--- src/rtl/sp_port_arbiter_if.sv ---
// Client handshake and BSRAM pin bundle for sp_port_arbiter.
// slave = arbiter side, master = clients plus the SP primitive.
interface sp_port_arbiter_if #(
  parameter int ADDR_WIDTH = 10,
  parameter int DATA_WIDTH = 16
);
  logic                  wr_valid;
  logic                  wr_ready;
  logic [ADDR_WIDTH-1:0] wr_addr;
  logic [DATA_WIDTH-1:0] wr_data;
  logic                  rd_valid;
  logic                  rd_ready;
  logic [ADDR_WIDTH-1:0] rd_addr;
  logic                  rd_resp_valid;
  logic [DATA_WIDTH-1:0] rd_resp_data;
  logic                  busy;
  logic [ADDR_WIDTH+3:0] ram_ad;
  logic [31:0]           ram_di;
  logic [31:0]           ram_do;
  logic                  ram_ce;
  logic                  ram_wre;
  logic                  ram_oce;
  logic                  ram_reset;

  modport slave (
    input  wr_valid, wr_addr, wr_data, rd_valid, rd_addr, ram_do,
    output wr_ready, rd_ready, rd_resp_valid, rd_resp_data, busy,
           ram_ad, ram_di, ram_ce, ram_wre, ram_oce, ram_reset
  );

  modport master (
    output wr_valid, wr_addr, wr_data, rd_valid, rd_addr, ram_do,
    input  wr_ready, rd_ready, rd_resp_valid, rd_resp_data, busy,
           ram_ad, ram_di, ram_ce, ram_wre, ram_oce, ram_reset
  );
endinterface

--- src/rtl/sp_port_arbiter.sv ---
// Round-robin write/read arbiter in front of a Gowin SP BSRAM (16-bit mode).
// Optional SP_ARB_CLEAR_EN: zero-fill all 1024 words after reset before RUN.
module sp_port_arbiter #(
  parameter int ADDR_WIDTH   = 10,
  parameter int DATA_WIDTH   = 16,
  parameter int READ_LATENCY = 1   // 1 = bypass output, 2 = registered output
)(
  input  logic            clk,
  input  logic            rst_n,
  sp_port_arbiter_if.slave bus
);

  typedef enum logic {CLEAR = 1'b0, RUN = 1'b1} state_e;

  state_e                  state_q;
  logic                    run;
  logic                    wr_gnt, rd_gnt;
  logic                    last_rd_q, last_rd_d;
  logic [READ_LATENCY-1:0] vld_pipe_q, vld_pipe_d;
  logic                    unused_do;

`ifdef SP_ARB_CLEAR_EN
  state_e                  state_d;
  logic [ADDR_WIDTH-1:0]   clr_addr_q, clr_addr_d;
  logic                    clr_wr;

  always_ff @(posedge clk or negedge rst_n) begin
    if (!rst_n) begin
      state_q    <= CLEAR;
      clr_addr_q <= '0;
    end else begin
      state_q    <= state_d;
      clr_addr_q <= clr_addr_d;
    end
  end

  always_comb begin
    state_d    = state_q;
    clr_addr_d = clr_addr_q;
    clr_wr     = 1'b0;
    case (state_q)
      CLEAR: begin
        clr_wr     = rst_n;
        clr_addr_d = clr_addr_q + ADDR_WIDTH'(1);
        if (&clr_addr_q) state_d = RUN;
      end
      RUN:     state_d = RUN;
      default: state_d = RUN;
    endcase
  end

  assign bus.busy = (state_q != RUN);
`else
  assign state_q  = RUN;
  assign bus.busy = 1'b0;
`endif

  // Grants are held off while reset is asserted so outputs sit at reset values.
  assign run    = (state_q == RUN) && rst_n;
  assign wr_gnt = run && bus.wr_valid && (!bus.rd_valid || last_rd_q);
  assign rd_gnt = run && bus.rd_valid && !wr_gnt;

  assign bus.wr_ready = wr_gnt;
  assign bus.rd_ready = rd_gnt;

  always_comb begin
    last_rd_d = last_rd_q;
    if (wr_gnt)      last_rd_d = 1'b0;
    else if (rd_gnt) last_rd_d = 1'b1;
  end

  assign vld_pipe_d = READ_LATENCY'({vld_pipe_q, rd_gnt});

  always_ff @(posedge clk or negedge rst_n) begin
    if (!rst_n) begin
      last_rd_q  <= 1'b1;
      vld_pipe_q <= '0;
    end else begin
      last_rd_q  <= last_rd_d;
      vld_pipe_q <= vld_pipe_d;
    end
  end

  always_comb begin
    bus.ram_ce  = 1'b0;
    bus.ram_wre = 1'b0;
    bus.ram_ad  = '0;
    bus.ram_di  = '0;
`ifdef SP_ARB_CLEAR_EN
    if (clr_wr) begin
      bus.ram_ce  = 1'b1;
      bus.ram_wre = 1'b1;
      bus.ram_ad  = {clr_addr_q, 4'b0000};
    end
`endif
    if (wr_gnt) begin
      bus.ram_ce  = 1'b1;
      bus.ram_wre = 1'b1;
      bus.ram_ad  = {bus.wr_addr, 4'b0000};
      bus.ram_di  = {{(32-DATA_WIDTH){1'b0}}, bus.wr_data};
    end else if (rd_gnt) begin
      bus.ram_ce  = 1'b1;
      bus.ram_ad  = {bus.rd_addr, 4'b0000};
    end
  end

  assign bus.ram_oce   = 1'b1;
  assign bus.ram_reset = 1'b0;

  assign bus.rd_resp_valid = vld_pipe_q[READ_LATENCY-1];
  assign bus.rd_resp_data  = vld_pipe_q[READ_LATENCY-1] ? bus.ram_do[DATA_WIDTH-1:0] : '0;

  assign unused_do = ^bus.ram_do[31:DATA_WIDTH];

endmodule

--- src/flat_wrapper.sv ---
// flat-port wrapper written by rule: the top's interface ports become plain ports
module sp_port_arbiter_flat 
#(
  parameter int ADDR_WIDTH   = 10,
  parameter int DATA_WIDTH   = 16,
  parameter int READ_LATENCY = 1                                              
)
  (clk, rst_n, bus_wr_valid, bus_wr_addr, bus_wr_data, bus_rd_valid, bus_rd_addr, bus_ram_do, bus_wr_ready, bus_rd_ready, bus_rd_resp_valid, bus_rd_resp_data, bus_busy, bus_ram_ad, bus_ram_di, bus_ram_ce, bus_ram_wre, bus_ram_oce, bus_ram_reset);
  sp_port_arbiter_if #(.ADDR_WIDTH(ADDR_WIDTH), .DATA_WIDTH(DATA_WIDTH)) bus_i ();
  input  logic clk;
  input  logic rst_n;
  input wire logic [$bits(bus_i.wr_valid)-1:0] bus_wr_valid;
  input wire logic [$bits(bus_i.wr_addr)-1:0] bus_wr_addr;
  input wire logic [$bits(bus_i.wr_data)-1:0] bus_wr_data;
  input wire logic [$bits(bus_i.rd_valid)-1:0] bus_rd_valid;
  input wire logic [$bits(bus_i.rd_addr)-1:0] bus_rd_addr;
  input wire logic [$bits(bus_i.ram_do)-1:0] bus_ram_do;
  output wire logic [$bits(bus_i.wr_ready)-1:0] bus_wr_ready;
  output wire logic [$bits(bus_i.rd_ready)-1:0] bus_rd_ready;
  output wire logic [$bits(bus_i.rd_resp_valid)-1:0] bus_rd_resp_valid;
  output wire logic [$bits(bus_i.rd_resp_data)-1:0] bus_rd_resp_data;
  output wire logic [$bits(bus_i.busy)-1:0] bus_busy;
  output wire logic [$bits(bus_i.ram_ad)-1:0] bus_ram_ad;
  output wire logic [$bits(bus_i.ram_di)-1:0] bus_ram_di;
  output wire logic [$bits(bus_i.ram_ce)-1:0] bus_ram_ce;
  output wire logic [$bits(bus_i.ram_wre)-1:0] bus_ram_wre;
  output wire logic [$bits(bus_i.ram_oce)-1:0] bus_ram_oce;
  output wire logic [$bits(bus_i.ram_reset)-1:0] bus_ram_reset;
  assign bus_i.wr_valid = bus_wr_valid;
  assign bus_i.wr_addr = bus_wr_addr;
  assign bus_i.wr_data = bus_wr_data;
  assign bus_i.rd_valid = bus_rd_valid;
  assign bus_i.rd_addr = bus_rd_addr;
  assign bus_i.ram_do = bus_ram_do;
  assign bus_wr_ready = bus_i.wr_ready;
  assign bus_rd_ready = bus_i.rd_ready;
  assign bus_rd_resp_valid = bus_i.rd_resp_valid;
  assign bus_rd_resp_data = bus_i.rd_resp_data;
  assign bus_busy = bus_i.busy;
  assign bus_ram_ad = bus_i.ram_ad;
  assign bus_ram_di = bus_i.ram_di;
  assign bus_ram_ce = bus_i.ram_ce;
  assign bus_ram_wre = bus_i.ram_wre;
  assign bus_ram_oce = bus_i.ram_oce;
  assign bus_ram_reset = bus_i.ram_reset;
  sp_port_arbiter #(.ADDR_WIDTH(ADDR_WIDTH), .DATA_WIDTH(DATA_WIDTH), .READ_LATENCY(READ_LATENCY)) u_core (.clk(clk), .rst_n(rst_n), .bus(bus_i));
endmodule
--- config.mk ---
export PLATFORM = sky130hd
export DESIGN_NAME = sp_port_arbiter_flat
export DESIGN_NICKNAME = d
export VERILOG_FILES = /design/src/rtl/sp_port_arbiter_if.sv /design/src/rtl/sp_port_arbiter.sv /design/src/flat_wrapper.sv
export SDC_FILE = /design/constraint.sdc
export NUM_CORES = 1
export LEC_CHECK = 0
export CAP_MARGIN = 20
export CORE_ASPECT_RATIO = 1.4
export CORE_MARGIN = 2
export CORE_UTILIZATION = 19
export DETAILED_ROUTE_END_ITERATION = 8
export PLACE_DENSITY = 0.75
export SLEW_MARGIN = 20
export SYNTH_ARGS = -nofsm -noshare
export SYNTH_HDL_FRONTEND = slang
export SYNTH_SLANG_ARGS = --single-unit
--- constraint.sdc ---
create_clock -name clk -period 1.5 [get_ports clk]
set_clock_uncertainty 0.05 [all_clocks]
set_input_delay 0.3 -clock clk [delete_from_list [all_inputs] [get_ports clk]]
set_output_delay 0.3 -clock clk [all_outputs]
set_load 0.01 [all_outputs]
After elaboration in Yosys (flattened, before gate mapping)
Cells that the tools add are included.
{"block": "classes", "n_addsub": 0, "mul": 0, "n_div": 0, "n_lt_le_gt_ge": 0, "n_eq_ne": 0, "shift": 0, "muxes": 9, "bitwise": 0, "reduce_logical": 8}
{"cell": "2-to-1 mux 16 bit", "n": 2}
{"cell": "2-to-1 mux 14 bit", "n": 2}
{"cell": "2-to-1 mux 1 bit", "n": 5}
{"cell": "logical AND 1 bit", "n": 4}
{"cell": "zero test 1 bit", "n": 2}
{"cell": "nonzero test 2 bit", "n": 1}
{"cell": "logical OR 1 bit", "n": 1}
{"block": "word_totals", "regBits": 2, "latch_bits": 0, "mem_bits_rw": 0, "mem_bits_ro": 0, "output_inout_bits": 70, "n_memories": 0}

Depth between registers and ports, before layout
{"block": "depth", "word_depth": 7, "ltp_mapped": 5, "ltp_nobuf": 2}

Least setup slack after synthesis
No wires, ideal clock.
{"block": "synth_path", "path_type": "register to output", "start": "reg u_core.last_rd_q", "end": "out bus_wr_ready", "t_arrival_ps": 1250, "required_ps": 1150, "setup_slack_ps": -100, "path_stages_with_launch": 6, "n_path_buf": 3, "cell_sequence": "dfstp_2 nor2b_1 buf_6 buf_4 nor2_1 buf_4"}
{"block": "synth_between", "elab_chain_cells": 2}
{"item": "start, declared", "line": "sp_port_arbiter.sv:18", "source": "logic last_rd_q, last_rd_d;"}
{"item": "start signal, assigned", "line": "sp_port_arbiter.sv:79", "source": "last_rd_q <= last_rd_d;"}
{"item": "logical OR 1 bit", "line": "sp_port_arbiter.sv:60", "source": "assign wr_gnt = run && bus.wr_valid && (!bus.rd_valid || last_rd_q);"}
{"item": "logical AND 1 bit", "line": "sp_port_arbiter.sv:60"}
{"item": "end, declared", "line": "flat_wrapper.sv:18", "source": "output wire logic [$bits(bus_i.wr_ready)-1:0] bus_wr_ready;"}
No other way between the ends.

Worst setup path in the final report
{"block": "layout_path", "start": "reg u_core.last_rd_q", "end": "out bus_ram_ad[11]"}
{"block": "layout_between", "elab_chain_cells": 6}
{"item": "logical OR 1 bit *", "line": "sp_port_arbiter.sv:60"}
{"item": "logical AND 1 bit *", "line": "sp_port_arbiter.sv:60"}
{"item": "zero test 1 bit", "line": "sp_port_arbiter.sv:61", "source": "assign rd_gnt = run && bus.rd_valid && !wr_gnt;"}
{"item": "logical AND 1 bit", "line": "sp_port_arbiter.sv:61"}
{"item": "2-to-1 mux 14 bit", "line": "sp_port_arbiter.sv:101", "source": "end else if (rd_gnt) begin"}
{"item": "2-to-1 mux 14 bit *", "line": "sp_port_arbiter.sv:96", "source": "if (wr_gnt) begin"}
{"item": "end, declared", "line": "flat_wrapper.sv:23", "source": "output wire logic [$bits(bus_i.ram_ad)-1:0] bus_ram_ad;"}
Mark *: on every way between the ends. The rest lies on a longest branch, timed or not.

==> impl.org <==
** Placement
- Port Buffer Count :: 102
- Post-detail-place hpwl :: 2290 µm
- Placed insts :: 250
- Routability-driven placement finished with a final weighted congestion of 0.736.
- Once placement finished, the instance area stood at 1840 µm².

** Routing
- The first TritonRoute pass finished after 6 iterations.
- Summing over every cut layer, the via total after detailed routing is 1097.
- Routed length per instance :: 12.3 µm
- For this block, the initial DRC count from the detailed router was 45.
- Detail Route Antenna Nets :: 0
- After detailed routing, the number of vias per cell comes to 4.24.
- Total detailed-routing wirelength :: 3190 µm
- For this run, design rule violations remaining after detail routing come to 12.

** Run
- Max-cap violations :: 0

** Synth
- Most area-hungry cell type in the Yosys netlist :: sky130_fd_sc_hd__buf_4
- Post-synth cell types :: 20
- Mapped Cells :: 108
- Most frequently used cell type in the post-synthesis netlist :: sky130_fd_sc_hd__buf_4
- For this run, asynchronously set or reset flops after synthesis account for 1.00.
- Flop and latch count out of synthesis :: 2
- Average cell area after synthesis :: 7.38 µm²
- Of the synthesized area, sequential elements account for 0.0644.
- Counting flops with a built-in enable in the synthesized netlist gives 0.
- Primary FF master, synth :: sky130_fd_sc_hd__dfstp_2
- Of the post-synthesis cell area, the dominant cell type holds 0.235.
- Cell area after technology mapping :: 797 µm²
- Yosys printed 0 warnings.
- Commonest cells in the synthesized netlist :: sky130_fd_sc_hd__buf_4, sky130_fd_sc_hd__nand2_1, sky130_fd_sc_hd__and2_1, sky130_fd_sc_hd__nor3b_2
- Leading cell types by total area after synthesis :: sky130_fd_sc_hd__buf_4, sky130_fd_sc_hd__nor3b_2, sky130_fd_sc_hd__and2_1

** CTS
- TritonCTS built the clock tree.
- CTS Sinks :: 2
- Clock network latency to the later pin of the worst-skew pair :: 0.21 ns
- CTS buffer count :: 3
- Clock transition at path regs :: 0.03 ns
- Library cell used as clock root buffer :: sky130_fd_sc_hd__clkbuf_8
- In this run the deepest clock path goes through 2 buffers.
- In this run the number of H-tree levels came out at 1.
- Hold-fix buffer count after cts :: 0

** Cells and area
- Synth-to-layout area growth :: 150%
- The repair_antennas step left the layout with diodes totalling 0.
- Post-layout nets :: 289
- After routing the design area is 1990 µm².
- Post-Layout Cell Count :: 259
- Filler cells :: 395
- In the final layout, the share of cells above drive strength 1 is 0.370.

** Critical path
- Critical path start-end classification :: flop to output pin
- On the worst path, the slowest cell contributes a delay of 0.55 ns.
- Standard cell with the maximum stage delay on the critical path :: sky130_fd_sc_hd__dfstp_2
- Reg-to-reg setup timing slack :: 0.22 ns
- The worst register-to-register path ends at u_core.last_rd_q$_DFFE_PN1P_.
- Measured in cells, the most critical reg-to-reg path has a length of 4.
- In this run the worst path has a maximum fanout of 6.
- Arrival @ worst endpoint :: 1.36 ns
- Required time of the critical path :: 1.15 ns
- Launch instance of the worst register-to-register path :: u_core.last_rd_q$_DFFE_PN1P_
- Endpoint kind of the worst setup timing path :: output pin
- Kind of start point of the critical path :: flop
- The signal on the critical path passes through buf_4, a21bo_4, o32ai_4, buf_2.

** Timing
- Maximum achievable frequency :: 585 MHz
- The final hold violation count was 0.
- Final cycle utilization of the critical path :: 1.14
- Final setup margin :: -0.210 ns
- Setup repair after global routing could not meet its margin everywhere.
- The smallest clock period supported by the final layout is computed as 1.71 ns.
- Number of endpoints failing setup at the final stage :: 29
- The number of pins with negative max-slew slack in the final report came to 0.

** Pwr
- The analysis attributes to cell leakage a power of 0.000885 µW.
- Internal portion of total power :: 603 µW
- Ratio of total power to cell area :: 466 nW/µm²
- The share of total power dissipated in the clock network is 0.246.
- Of the total power, combinational logic draws 0.675.
- Net switching power of the design :: 325 µW
- Switching share of total power :: 0.350
- Share of power burned in registers :: 0.079
- Worst supply voltage drop on vdd :: 0.000310 V

** Global route
- The via count of the first global-routing pass is 1033.
- Antenna violations before repair :: 0
- Gr ovfl total :: 0
- Across every metal layer, demand over resource in global routing totals 0.119.
- Pin count of the biggest net entering global routing :: 21
- The first global-routing pass estimated 4520 µm of wire.

** Floorplan
- Chip height :: 80.6 µm
- After floorplanning, the core was sized to cover 3990 µm².
- Horizontal die dimension :: 58.7 µm
- IO Count :: 142
- The initial utilization of the core area, before any placement, comes to 0.200.
- The initialized floorplan defines 27 standard-cell rows.
- Die ar. :: 4740 µm²

** Run status
- Outcome :: finished with violations
- Violations in the final reports :: DRC, setup timing

** Hold path
- Path type of the worst min-delay path :: primary input to async pin
per-stage QoR:
stage / power [µW] / utilization / setup slack [ns] / hold slack [ns] / TNS, ns
5_1_grt: 981 / 0.500 / -0.251 / 0.251 / -5.65
4_1_cts: 871 / 0.467 / -0.260 / 0.230 / -5.07
6_report: 929 / 0.500 / -0.210 / 0.227 / -4.61
3_5_place_dp: 620 / 0.461 / -0.778 / 0.516 / -25.34
2_1_floorplan: 344 / - / -0.00178 / -0.0456 / -0.0125
3_3_place_gp: 616 / 0.461 / -0.792 / 0.518 / -25.08
state kept, by name, summed over array words and instances, names as in the netlist:
register                  cells
u_core.bus.rd_resp_valid      1
u_core.last_rd_q              1
cell usage in the layout (no fill, tap or decap), types with 5 or more instances in the layout:
master                            count
sky130_fd_sc_hd__clkdlybuf4s50_1     52
sky130_fd_sc_hd__buf_4                5
sky130_fd_sc_hd__conb_1              23
sky130_fd_sc_hd__o32ai_2              6
sky130_fd_sc_hd__nor3b_2             14
sky130_fd_sc_hd__clkdlybuf4s15_1     17
sky130_fd_sc_hd__nand2_1             20
sky130_fd_sc_hd__buf_2               27
sky130_fd_sc_hd__and2_1              16
worst max-delay path: cells and delay by family (launching register included):
family / cells / cell delay [ns]
AO/OA/AOI/OAI: 2 / 0.32
flip-flops: 1 / 0.55
buffers and inverters: 2 / 0.28
routing by layer:
metal / vias to the layer above / global-route usage / wire [µm]
li1: 535 / - / -
met1: 477 / 0.119 / 1070
met2: 81 / 0.228 / 1700
met3: 4 / 0.0290 / 391
met4: 0 / 0.0432 / 29
met5: - / 0 / 0
power groups by stage:
stage | Combinational (µW) | Sequential, µW | Clock (µW)
finish | 627 | 73.2 | 228
global route | 672 | 73.7 | 235
CTS | 565 | 73.3 | 233
detailed placement | 547 | 73.0 | 0
global placement | 543 | 73.0 | 0
floorplan | 272 | 72.0 | 0
cell families (layout without fill, tap and decap cells):
group / count (synthesis) / in the layout / synth area share
flip-flops: 2 / 2 / 0.0644
AND/OR/NAND/NOR: 58 / 58 / 0.462
AO/OA/AOI/OAI: 12 / 13 / 0.162
buffers and inverters: 34 / 120 / 0.303
other: 2 / 23 / 0.00942
worst max-delay path by stage:
| stage | start | to | slack, ns |
|---|---|---|---|
| after CTS | u_core.last_rd_q$_DFFE_PN1P_ | bus_ram_ad[11] | -0.26 |
| final | u_core.last_rd_q$_DFFE_PN1P_ | bus_ram_ad[11] | -0.21 |
| after detailed placement | bus_rd_valid | bus_ram_ad[6] | -0.78 |
| after floorplan | u_core.last_rd_q$_DFFE_PN1P_ | bus_ram_di[0] | -0.002 |
| after global routing | u_core.last_rd_q$_DFFE_PN1P_ | bus_ram_ad[11] | -0.25 |
| after global placement | rst_n | bus_ram_di[1] | -0.79 |
final cells by class:
class / count / area (µm²) / share of cell area
inverter: 2 / 10.0 / 0.00502
multi-input combinational: 94 / 768 / 0.385
clock buffer: 4 / 45.0 / 0.0226
timing repair buffer: 114 / 1060 / 0.534
tap: 43 / 53.8 / 0.0270
sequential: 2 / 51.3 / 0.0257
timing repair:
action                     CTS  global route
setup buffers                2             0
pin swaps                    4            14
gates cloned                 2             1
resized for setup          168            25
setup endpoints to repair   47            37
Power figures use the tool's default switching activity.
